===== src/rtl/uart_pkg.sv =====
// uart_pkg: definitions shared by the UART transmitter and receiver.
//   uart_tx_state_t       : transmitter frame states
//   UART_DEFAULT_BAUD_DIV : clocks per bit for 115200 baud from 100 MHz
//   UART_IDLE_LEVEL       : line level between frames
package uart_pkg;

  typedef enum logic [2:0] {
    IDLE   = 3'd0,
    START  = 3'd1,
    DATA   = 3'd2,
    PARITY = 3'd3,
    STOP   = 3'd4
  } uart_tx_state_t;

  localparam int unsigned UART_DEFAULT_BAUD_DIV = 868;
  localparam logic        UART_IDLE_LEVEL       = 1'b1;

endpackage


===== src/rtl/uart_baud_gen.sv =====
// uart_baud_gen: bit-period timer shared by the UART transmitter and receiver.
//   BAUD_DIV : clock cycles per bit period (>= 2)
//   CLK      : clock, rising edge
//   RST      : synchronous active-high reset
//   clear    : holds the counter at zero (used while the line is idle)
//   tick     : high on the final cycle of each bit period
module uart_baud_gen
  import uart_pkg::*;
#(
  parameter int unsigned BAUD_DIV = UART_DEFAULT_BAUD_DIV
) (
  input  logic CLK,
  input  logic RST,
  input  logic clear,
  output logic tick
);

  localparam int unsigned CW = $clog2(BAUD_DIV);
  localparam logic [CW-1:0] LAST = CW'(BAUD_DIV - 1);

  logic [CW-1:0] count;

  assign tick = (count == LAST);

  always_ff @(posedge CLK) begin
    if (RST || clear || tick) begin
      count <= '0;
    end else begin
      count <= count + 1'b1;
    end
  end

endmodule


===== src/rtl/uart_tx.sv =====
// uart_tx: drains a byte FIFO and serializes each entry as 8N1, or as 8E1 when
// UART_TX_PARITY_EN is defined.
//   WIDTH      : data bits per frame (matches the FIFO width)
//   BAUD_DIV   : clock cycles per bit (>= 2)
//   CLK, RST   : clock and synchronous active-high reset
//   fifo_data  : head-of-FIFO data, valid while fifo_empty is low
//   fifo_empty : FIFO empty flag
//   fifo_rd    : one-cycle pop strobe (combinational)
//   tx         : registered serial line, idle high
//   busy       : high from the pop through the end of the stop bit
module uart_tx
  import uart_pkg::*;
#(
  parameter int unsigned WIDTH    = 8,
  parameter int unsigned BAUD_DIV = UART_DEFAULT_BAUD_DIV
) (
  input  logic             CLK,
  input  logic             RST,
  input  logic [WIDTH-1:0] fifo_data,
  input  logic             fifo_empty,
  output logic             fifo_rd,
  output logic             tx,
  output logic             busy
);

  localparam int unsigned BCW = $clog2(WIDTH) + 1;
  localparam logic [BCW-1:0] LAST_BIT = BCW'(WIDTH - 1);

  // Plain constants keep the state register a bare vector.
  localparam logic [2:0] ST_IDLE   = IDLE;
  localparam logic [2:0] ST_START  = START;
  localparam logic [2:0] ST_DATA   = DATA;
`ifdef UART_TX_PARITY_EN
  localparam logic [2:0] ST_PARITY = PARITY;
`endif
  localparam logic [2:0] ST_STOP   = STOP;

  logic [2:0]       state, state_next;
  logic [WIDTH-1:0] shreg, shreg_next, shifted;
  logic [BCW-1:0]   bit_cnt, bit_cnt_next;
  logic             tx_next;
  logic             tick;
  logic             line_free;
`ifdef UART_TX_PARITY_EN
  logic             parity, parity_next;
`endif

  uart_baud_gen #(
    .BAUD_DIV(BAUD_DIV)
  ) u_baud_gen (
    .CLK  (CLK),
    .RST  (RST),
    .clear(state == ST_IDLE),
    .tick (tick)
  );

  // The line is free while idle and on the last cycle of a stop bit, which is
  // what lets frames run back to back without an idle gap.
  assign line_free = (state == ST_IDLE) || ((state == ST_STOP) && tick);
  assign fifo_rd   = line_free && !fifo_empty && !RST;
  assign busy      = (state != ST_IDLE);
  assign shifted   = shreg >> 1;

  always_comb begin
    state_next   = state;
    shreg_next   = shreg;
    bit_cnt_next = bit_cnt;
    tx_next      = tx;
`ifdef UART_TX_PARITY_EN
    parity_next  = parity;
`endif
    case (state)
      ST_IDLE: begin
        tx_next = UART_IDLE_LEVEL;
        if (fifo_rd) begin
          state_next   = ST_START;
          shreg_next   = fifo_data;
          bit_cnt_next = '0;
          tx_next      = 1'b0;
`ifdef UART_TX_PARITY_EN
          parity_next  = ^fifo_data;
`endif
        end
      end
      ST_START: begin
        if (tick) begin
          state_next   = ST_DATA;
          bit_cnt_next = '0;
          tx_next      = shreg[0];
        end
      end
      ST_DATA: begin
        if (tick) begin
          if (bit_cnt == LAST_BIT) begin
`ifdef UART_TX_PARITY_EN
            state_next = ST_PARITY;
            tx_next    = parity;
`else
            state_next = ST_STOP;
            tx_next    = UART_IDLE_LEVEL;
`endif
          end else begin
            shreg_next   = shifted;
            bit_cnt_next = bit_cnt + 1'b1;
            tx_next      = shifted[0];
          end
        end
      end
`ifdef UART_TX_PARITY_EN
      ST_PARITY: begin
        if (tick) begin
          state_next = ST_STOP;
          tx_next    = UART_IDLE_LEVEL;
        end
      end
`endif
      ST_STOP: begin
        if (tick) begin
          if (fifo_rd) begin
            state_next   = ST_START;
            shreg_next   = fifo_data;
            bit_cnt_next = '0;
            tx_next      = 1'b0;
`ifdef UART_TX_PARITY_EN
            parity_next  = ^fifo_data;
`endif
          end else begin
            state_next = ST_IDLE;
          end
        end
      end
      default: begin
        state_next = ST_IDLE;
        tx_next    = UART_IDLE_LEVEL;
      end
    endcase
  end

  always_ff @(posedge CLK) begin
    if (RST) begin
      state   <= ST_IDLE;
      shreg   <= '0;
      bit_cnt <= '0;
      tx      <= UART_IDLE_LEVEL;
`ifdef UART_TX_PARITY_EN
      parity  <= 1'b0;
`endif
    end else begin
      state   <= state_next;
      shreg   <= shreg_next;
      bit_cnt <= bit_cnt_next;
      tx      <= tx_next;
`ifdef UART_TX_PARITY_EN
      parity  <= parity_next;
`endif
    end
  end

endmodule


===== config.mk =====
export PLATFORM = sky130hd
export DESIGN_NAME = uart_tx
export DESIGN_NICKNAME = d
export VERILOG_FILES = /design/src/rtl/uart_pkg.sv /design/src/rtl/uart_baud_gen.sv /design/src/rtl/uart_tx.sv
export SDC_FILE = /design/constraint.sdc
export NUM_CORES = 1
export LEC_CHECK = 0
export ABC_AREA = 1
export CORE_MARGIN = 5
export CORE_UTILIZATION = 59
export CTS_CLUSTER_DIAMETER = 30
export DETAILED_ROUTE_END_ITERATION = 7
export PLACE_DENSITY = 0.88
export SYNTH_ARGS = -nofsm -noshare
export SYNTH_HDL_FRONTEND = slang
export SYNTH_SLANG_ARGS = --single-unit

===== constraint.sdc =====
create_clock -name CLK -period 3.5 [get_ports CLK]
set_input_delay 0.7 -clock CLK [delete_from_list [all_inputs] [get_ports CLK]]
set_output_delay 0.7 -clock CLK [all_outputs]
set_load 0.02 [all_outputs]

=== Yosys cells after proc, flatten, opt, wreduce, memory -nomap -nowiden ===
Index checks and enable logic that the tools add are counted.

* Eq/ne operators: 12
* Add/sub/neg operators: 2
* Mux-type cells: 25
* Reductions and logical operators: 16

{| class="wikitable"
|+ Operators with widths
! kind !! number
|-
| 8-bit two-way mux || 4
|-
| 8-bit one-hot mux with 3 select lines || 1
|-
| 4-bit two-way mux || 5
|-
| 4-bit one-hot mux with 4 select lines || 1
|-
| 3-bit two-way mux || 5
|-
| 2-bit inequality test, second input constant || 7
|-
| 3-bit one-hot mux with 4 select lines || 1
|-
| 10-bit by 1-bit adder with 10-bit output, second input constant || 1
|-
| 10-bit equality test, second input constant || 1
|-
| 5-bit AND reduction || 2
|-
| 4-bit AND reduction || 2
|-
| 1-bit two-way mux || 7
|-
| 3-bit nonzero test || 2
|-
| 4-bit by 1-bit adder with 4-bit output, second input constant || 1
|-
| 4-bit by 3-bit equality test with 1-bit output, second input constant || 1
|-
| 1-bit one-hot mux with 4 select lines || 1
|-
| 4-bit nonzero test || 1
|-
| 3-bit by 1-bit equality test with 1-bit output, second input constant || 1
|-
| 3-bit by 2-bit equality test with 1-bit output, second input constant || 1
|-
| 3-bit equality test, second input constant || 1
|-
| 1-bit logical AND || 3
|-
| 3-bit zero test || 1
|-
| 1-bit logical OR || 3
|-
| 1-bit zero test || 2
|}

* Word-level logic and storage cells: 60
* Register bits: 26

=== Longest topological paths before layout ===
Gate-level depths: netlist (run 1).

* Depth after elaboration: 8
* Gate-level depth with buffers: 11
* Gate-level depth less buffers: 11

=== Cells and area by module ===
From an unflattened synthesis (run 1), not the netlist that was laid out.

* Cells, all modules: 208
* Area, all modules: 1467.7 um^2

{| class="wikitable"
|+ By module, submodules not included
! module !! area an instance (um^2) !! cells each !! times used
|-
| uart_tx || 979.7 || 145 || 1
|-
| uart_baud_gen || 488.0 || 63 || 1
|}

=== Least setup slack after synthesis (run 1) ===
No wires, ideal clock.

* Kind: input to output
* Start point: input fifo_empty
* End point: output fifo_rd
* Data arrival time: 1.194 ns
* Path slack: 1.606 ns
* Stages on the path: 4
* Required time: 2.800 ns
* Path buffers: 0
* Cells stage by stage: nor2_1 and3_1 nand2_2 inv_1

* Word-level cells in the longest chain between the ends: 3

{| class="wikitable"
|+ RTL lines
! item !! RTL line !! RTL
|-
| start: declaration || uart_tx.sv:20 || <nowiki>input logic fifo_empty,</nowiki>
|-
| 1-bit zero test || uart_tx.sv:60 || <nowiki>assign fifo_rd = line_free && !fifo_empty && !RST;</nowiki>
|-
| 1-bit logical AND (2 in series) || uart_tx.sv:60 ||
|-
| end: declaration || uart_tx.sv:21 || <nowiki>output logic fifo_rd,</nowiki>
|}

No other way between the ends.

=== Worst setup path after layout (run 1) ===
* Start point: input RST
* End point: output fifo_rd

* Word-level cells in the longest chain between the ends: 2

{| class="wikitable"
|+ RTL lines
! item !! RTL line !! RTL
|-
| start: declaration || uart_tx.sv:18 || <nowiki>input logic RST,</nowiki>
|-
| 1-bit zero test || uart_tx.sv:60 ||
|-
| 1-bit logical AND || uart_tx.sv:60 ||
|}

No other way between the ends.

==> impl_metrics.py, run 1 <==
metrics = {
    "clocking": {
        "tritoncts_num_sinks": 26,
        "cts-root-buf": "clkbuf_4",
        "htreeDepth": 1,
        "clkSlewWorstSetupHoldPaths_ns": 0.13,
        "clock_tree.buffer_depth": 2,
        "cts_buffers": 3,
        "post-cts-setup-buffers": 0,
        "post_cts_sizing": 0,
        "cts_hold_repair.buffers": 0,
        "clock_insertion_delay_worst_skew_ns": 0.32,
        "cts_tree": "yes",
    },
    "yosys": {
        "syn-instance-count": 193,
        "synth_sequential_area_ratio_pct": 39.0,
        "count_of_state_elements_after_synthesis": 26,
        "synth_area_per_cell_sq_um": 6.92,
        "synth-warning-count": 0,
        "synth_cell_types": 31,
        "synth.net_count": 206,
        "syn-cell-area_sq_um": 1340,
    },
    "placement": {
        "dp_hpwl_um": 1990,
        "number_of_buffer_cells_added_on_primary_ports": 13,
        "gp_routability_congestion": 0.856,
        "dp_slack_ns": 0.458,
    },
    "floorplanning": {
        "design.die.area_sq_um": 3310,
        "num_io_pins": 14,
        "die_height_um": 57.6,
        "cell_row_count": 17,
        "start_util_pct": 60.9,
        "die_x_um": 57.6,
        "core_area_sq_um": 2190,
    },
    "drt": {
        "drcViolationCount": 0,
        "viasPerCell": 5.31,
        "detailedRoute.firstPassIterationCount": 4,
        "initialDrtViolationCount": 22,
        "route.detailed.wl_per_inst_um": 11.3,
        "num_vias": 1243,
        "postRouteAntennaNets": 0,
        "drt-total-wl_um": 2660,
    },
    "sta": {
        "final.min_clock_period_ns": 3.03,
        "timing_max_transition_violations_final": 0,
        "timing_hold_violations_final": 0,
        "max_freq_mhz": 330,
        "tightestPinTransition_ns": 0.371,
        "totalNegativeSetupSlack_ns": 0,
        "final_period_utilization_pct": 86.6,
        "finalClockSkew_ns": 0.00414,
        "setup_repair_after_global_routing_missed_its_margin": "false",
        "timing.max_slew.rel_slack_pct": 75.2,
        "minimum_setup_slack_in_the_final_design_ns": 0.470,
        "setup_viol": 0,
    },
    "critical_path": {
        "launch_point_of_the_worst_reg_to_reg_path": "u_baud_gen.count[0]",
        "cp_data_arrival_time_ns": 2.33,
        "worst_r2r_path_depth": 11,
        "worst-r2r-setup-slack_ns": 1.67,
        "cp_slowest_stage_delay_ns": 0.59,
        "r2r_end": "shreg[3]",
        "timing.critical_path.buf_inv": 3,
        "cp_cell_sequence": "clkdlybuf4s50_1 > nor2_1 > and3_1 > nand2_2 > inv_1 > clkdlybuf4s50_1",
        "critPathTopFamily": "buffers and inverters",
        "timing.critical_path.required_ns": 2.80,
        "cp-end-kind": "output pin",
        "crit_path_frequent_cell": "clkdlybuf4s50_1",
        "cp_max_fo": 7,
        "critical-path-slowest-cell": "clkdlybuf4s50_1",
        "crit_path_start_kind": "input port",
        "critical_path_class": "input port to output pin",
    },
    "pwr": {
        "cellLeakagePower_nw": 0.636,
        "peakVddDrop_v": 0.000370,
        "cellPowerDensity_nw_per_um2": 639,
    },
    "global_route": {
        "grt_start_max_net_pins": 17,
        "vias_in_the_first_global_route": 1150,
        "globalRouteOverflowTotal": 0,
        "wire_length_of_the_first_global_routing_pass_um": 4630,
        "grt_antenna_before_repair": 0,
        "gr-usage-all-layers_pct": 17.4,
    },
    "layout": {
        "area_growth_syn_to_layout_pct": 13.3,
        "layout.cells.most_common": "nand2_1",
        "antennaDiodeCount": 0,
        "most_used_cells_in_the_layout_excluding_fill_and_tap_cells": "nand2_1 (45), nor2_1 (37), dfxtp_1 (26)",
        "nets": 220,
        "fillers": 188,
        "drive_above_1_share_pct": 9.71,
    },
    "hold_path": {
        "holdCritStartpoint": "u_baud_gen.count[0]",
        "min_delay_worst_endpoint": "u_baud_gen.count[0]",
        "tightest_hold_check_type": "flip-flop to flip-flop",
        "worstHoldPathCells": 1,
    },
    "flow_run": {
        "timing.max_cap.violations": 0,
    },
    "status": {
        "outcome": "complete, no violations",
    },
}
-- kinds of logic (layout without fill, tap and decap cells) --
group | after synthesis | count (layout) | synth area share [%]
flops | 26 | 26 | 39.0
simple gates | 113 | 113 | 38.9
buf+inv | 21 | 34 | 6.56
xor+xnor | 4 | 4 | 2.62
fa+ha+maj | 2 | 2 | 1.87
compound gates | 27 | 27 | 11.1
-- layer usage --
layer  share of wire (%)  up-vias  GRT usage, %
met3                 3.7        5          2.71
li1                    -      648             -
met4                 1.6        0          6.62
met2                  48       26          30.5
met1                  46      564          21.2
met5                   0        -             0
-- worst max-delay path by stage --
stage	end	start	cells after the start	slack, ns
2_1_floorplan	fifo_rd	fifo_empty	4	1.61
3_3_place_gp	fifo_rd	RST	6	0.53
3_5_place_dp	fifo_rd	RST	6	0.46
4_1_cts	fifo_rd	RST	6	0.46
5_1_grt	fifo_rd	RST	6	0.39
6_report	fifo_rd	RST	6	0.47
-- per-stage QoR --
stage | util (%) | hold WS [ns] | std cells | instance area [sq um] | power, mW
floorplan | - | 0.430 | 193 | 1340 | 0.733
finish | 69.0 | 0.480 | 234 | 1510 | 0.967
CTS | 69.0 | 0.487 | 234 | 1510 | 0.969
global placement | 67.4 | 0.441 | 230 | 1480 | 0.799
detailed placement | 67.4 | 0.456 | 230 | 1480 | 0.820
global route | 69.0 | 0.520 | 234 | 1510 | 1.05
-- flip-flops by register name (all words and copies together) (netlist names) --
register	flops
shreg	8
bit_cnt	4
state	3
u_baud_gen.count	10
tx	1
-- cell type report --
class,count,area [sq um],share of cell area [%]
clock buffer,4,36.3,2.40
multi-input combinational,146,727,48.1
tap,28,35.0,2.32
timing repair buffer,13,130,8.60
sequential,26,520,34.4
inverter,17,63.8,4.22
-- cell usage after synthesis, drive strengths merged --
cell type,count,area (sq um)
a21oi,12,60.1
a311oi,1,8.76
and2,1,6.26
and3,1,6.26
buf,3,20.0
clkbuf,1,3.75
dfxtp,26,521
ha,2,25.0
inv,17,63.8
nand2,50,205
nand3,14,90.1
nand4,3,18.8
nor2,37,139
nor3,2,21.3
nor3b,1,7.51
nor4,1,6.26
o21a,1,7.51
o21ai,12,63.8
o21bai,1,7.51
or2,3,18.8
xnor2,2,17.5
xor2,2,17.5
-- power breakdown --
group / switching [mW] / internal (mW) / total, mW
Combinational: 0.272 / 0.154 / 0.426
Clock: 0.0867 / 0.0637 / 0.150
Sequential: 0.0415 / 0.349 / 0.390
-- worst reg2reg max path, cell delays in order (launching register included) --
cell	delay (ns)
dfxtp_1	0.40
ha_1	0.20
nand2_1	0.09
nor2_1	0.13
nand3_2	0.17
nand2_1	0.13
nand2_2	0.10
nand2_1	0.11
nand2_2	0.14
inv_2	0.16
nor2_1	0.06
nor2_1	0.10
(Power assumes the default switching activity.)
==> inputs of run 2 (changes only) <==
Clock period 3.5 ns to 3.69 ns, I/O delays scaled along.
==> run 2 against run 1 <==
Clock power shrank 7%. Power is 5.6% lower. Clock skew grew 0.0026 ns. Largest power group unchanged. Non-clock buffer count did not move. Die area unchanged. Wire length down 0.19%. Critical endpoint unchanged. Sequential share of layout area is the same. Global-route usage down 0.33 points.
==> impl_metrics.py, run 2 (synthesized netlist as in run 1, its figures left out) <==
metrics = {
    "drt": {
        "num_vias": 1258,
        "route.detailed.wl_per_inst_um": 11.3,
        "wire_length_on_met3_um": 105,
        "wirelength_met1_um": 1210,
        "routed-wl-met2_um": 1310,
        "postRouteAntennaNets": 0,
        "detailedRoute.firstPassIterationCount": 4,
        "viasPerCell": 5.38,
        "drcViolationCount": 0,
        "top_layer": "met4",
        "drt-total-wl_um": 2650,
        "initialDrtViolationCount": 38,
    },
    "sta": {
        "timing_max_transition_violations_final": 0,
        "hold_slack_ns": 0.481,
        "tightestPinTransition_ns": 0.375,
        "totalNegativeSetupSlack_ns": 0,
        "final.min_clock_period_ns": 3.08,
        "setup_repair_after_global_routing_missed_its_margin": "false",
        "final_period_utilization_pct": 83.4,
        "max_freq_mhz": 325,
        "timing_hold_violations_final": 0,
        "setup_viol": 0,
        "timing.max_slew.rel_slack_pct": 75.0,
        "minimum_setup_slack_in_the_final_design_ns": 0.614,
        "finalClockSkew_ns": 0.00678,
    },
    "flow_run": {
        "timing.max_cap.violations": 0,
    },
    "layout": {
        "registers.top_by_ff_count": "u_baud_gen.count",
        "multiInputGateArea_sq_um": 727,
        "fillers": 184,
        "seqCellArea_sq_um": 520,
        "layout.cells.most_common": "nand2_1",
        "area_growth_syn_to_layout_pct": 13.3,
        "largest_register_ff_count": 10,
        "largest_registers": "u_baud_gen.count x10, shreg x8, bit_cnt x4",
        "most_used_cells_in_the_layout_excluding_fill_and_tap_cells": "nand2_1 (45), nor2_1 (37), dfxtp_1 (26)",
        "nets": 220,
        "antennaDiodeCount": 0,
        "drive_above_1_share_pct": 9.71,
    },
    "pwr": {
        "cellPowerDensity_nw_per_um2": 603,
        "peakVddDrop_v": 0.000303,
        "cellLeakagePower_nw": 0.636,
        "design_power_total_uw": 913,
    },
    "critical_path": {
        "timing.critical_path.buf_inv": 3,
        "cp_data_arrival_time_ns": 2.34,
        "critPathTopFamily": "buffers and inverters",
        "crit_path_start_kind": "input port",
        "cp_max_fo": 7,
        "timing.critical_path.required_ns": 2.95,
        "cp_cell_sequence": "clkdlybuf4s50_1 > nor2_1 > and3_1 > nand2_2 > inv_1 > clkdlybuf4s50_1",
        "critical-path-slowest-cell": "clkdlybuf4s50_1",
        "crit_path_frequent_cell": "clkdlybuf4s50_1",
        "cp-end-kind": "output pin",
        "cp_slowest_stage_delay_ns": 0.59,
        "critical_path_class": "input port to output pin",
    },
    "placement": {
        "dp_hpwl_um": 1980,
        "dp_slack_ns": 0.611,
        "gp_routability_congestion": 0.855,
        "number_of_buffer_cells_added_on_primary_ports": 13,
    },
    "hold_path": {
        "tightest_hold_check_type": "flip-flop to flip-flop",
    },
    "global_route": {
        "grt_start_max_net_pins": 17,
        "wire_length_of_the_first_global_routing_pass_um": 4700,
        "vias_in_the_first_global_route": 1181,
        "gr-usage-all-layers_pct": 17.1,
        "globalRouteOverflowTotal": 0,
        "grt_antenna_before_repair": 0,
    },
    "clocking": {
        "clock_tree.buffer_depth": 2,
        "tritoncts_num_sinks": 26,
        "clkSlewWorstSetupHoldPaths_ns": 0.13,
        "clock_insertion_delay_worst_skew_ns": 0.31,
        "post-cts-setup-buffers": 0,
        "post_cts_sizing": 0,
        "cts-root-buf": "clkbuf_4",
        "htreeDepth": 1,
        "cts_hold_repair.buffers": 0,
        "cts_buffers": 3,
        "cts_tree": "yes",
    },
    "floorplanning": {
        "die_x_um": 57.6,
        "cell_row_count": 17,
        "die_height_um": 57.6,
        "start_util_pct": 60.9,
        "core_area_sq_um": 2190,
        "num_io_pins": 14,
        "design.die.area_sq_um": 3310,
    },
    "status": {
        "outcome": "complete, no violations",
    },
}
==> run 2: layer usage <==
metal / vias to the layer above / track usage, %
li1: 648 / -
met3: 4 / 2.49
met1: 582 / 20.7
met2: 24 / 30.5
met5: - / 0
met4: 0 / 5.63
==> run 2: final timing paths <==
path / startpoint / slack (ns) / to / cells after the start
setup / recovery: RST / 0.61 / fifo_rd / 6
hold / removal: tx / 0.48 / tx / 2
setup reg to reg: u_baud_gen.count[0] / 1.90 / shreg[3] / 11
hold reg to reg: tx / 0.48 / tx / 2
==> run 2: power breakdown <==
group	switching, mW	total (mW)	internal [mW]
Combinational	0.256	0.402	0.147
Clock	0.0790	0.139	0.0602
Sequential	0.0402	0.371	0.331
==> run 2: final cells by class <==
type / instances / share of cell area (%)
clock buffer: 4 / 2.40
inverter: 17 / 4.22
multi-input combinational: 146 / 48.1
sequential: 26 / 34.4
tap: 28 / 2.32
timing repair buffer: 13 / 8.60
==> run 2: worst reg2reg max path: stages (launching register included) <==
cell	delay (ns)
dfxtp_1	0.40
ha_1	0.20
nand2_1	0.08
nor2_1	0.12
nand3_2	0.15
nand2_1	0.11
nand2_2	0.09
nand2_1	0.11
nand2_2	0.15
inv_2	0.16
nor2_1	0.05
nor2_1	0.10
==> run 2: stage by stage <==
step,std cells,area (sq um),util [%]
finish,234,1510,69.0
global route,234,1510,69.0
CTS,234,1510,69.0
detailed placement,230,1480,67.4
global placement,230,1480,67.4
floorplan,193,1340,-
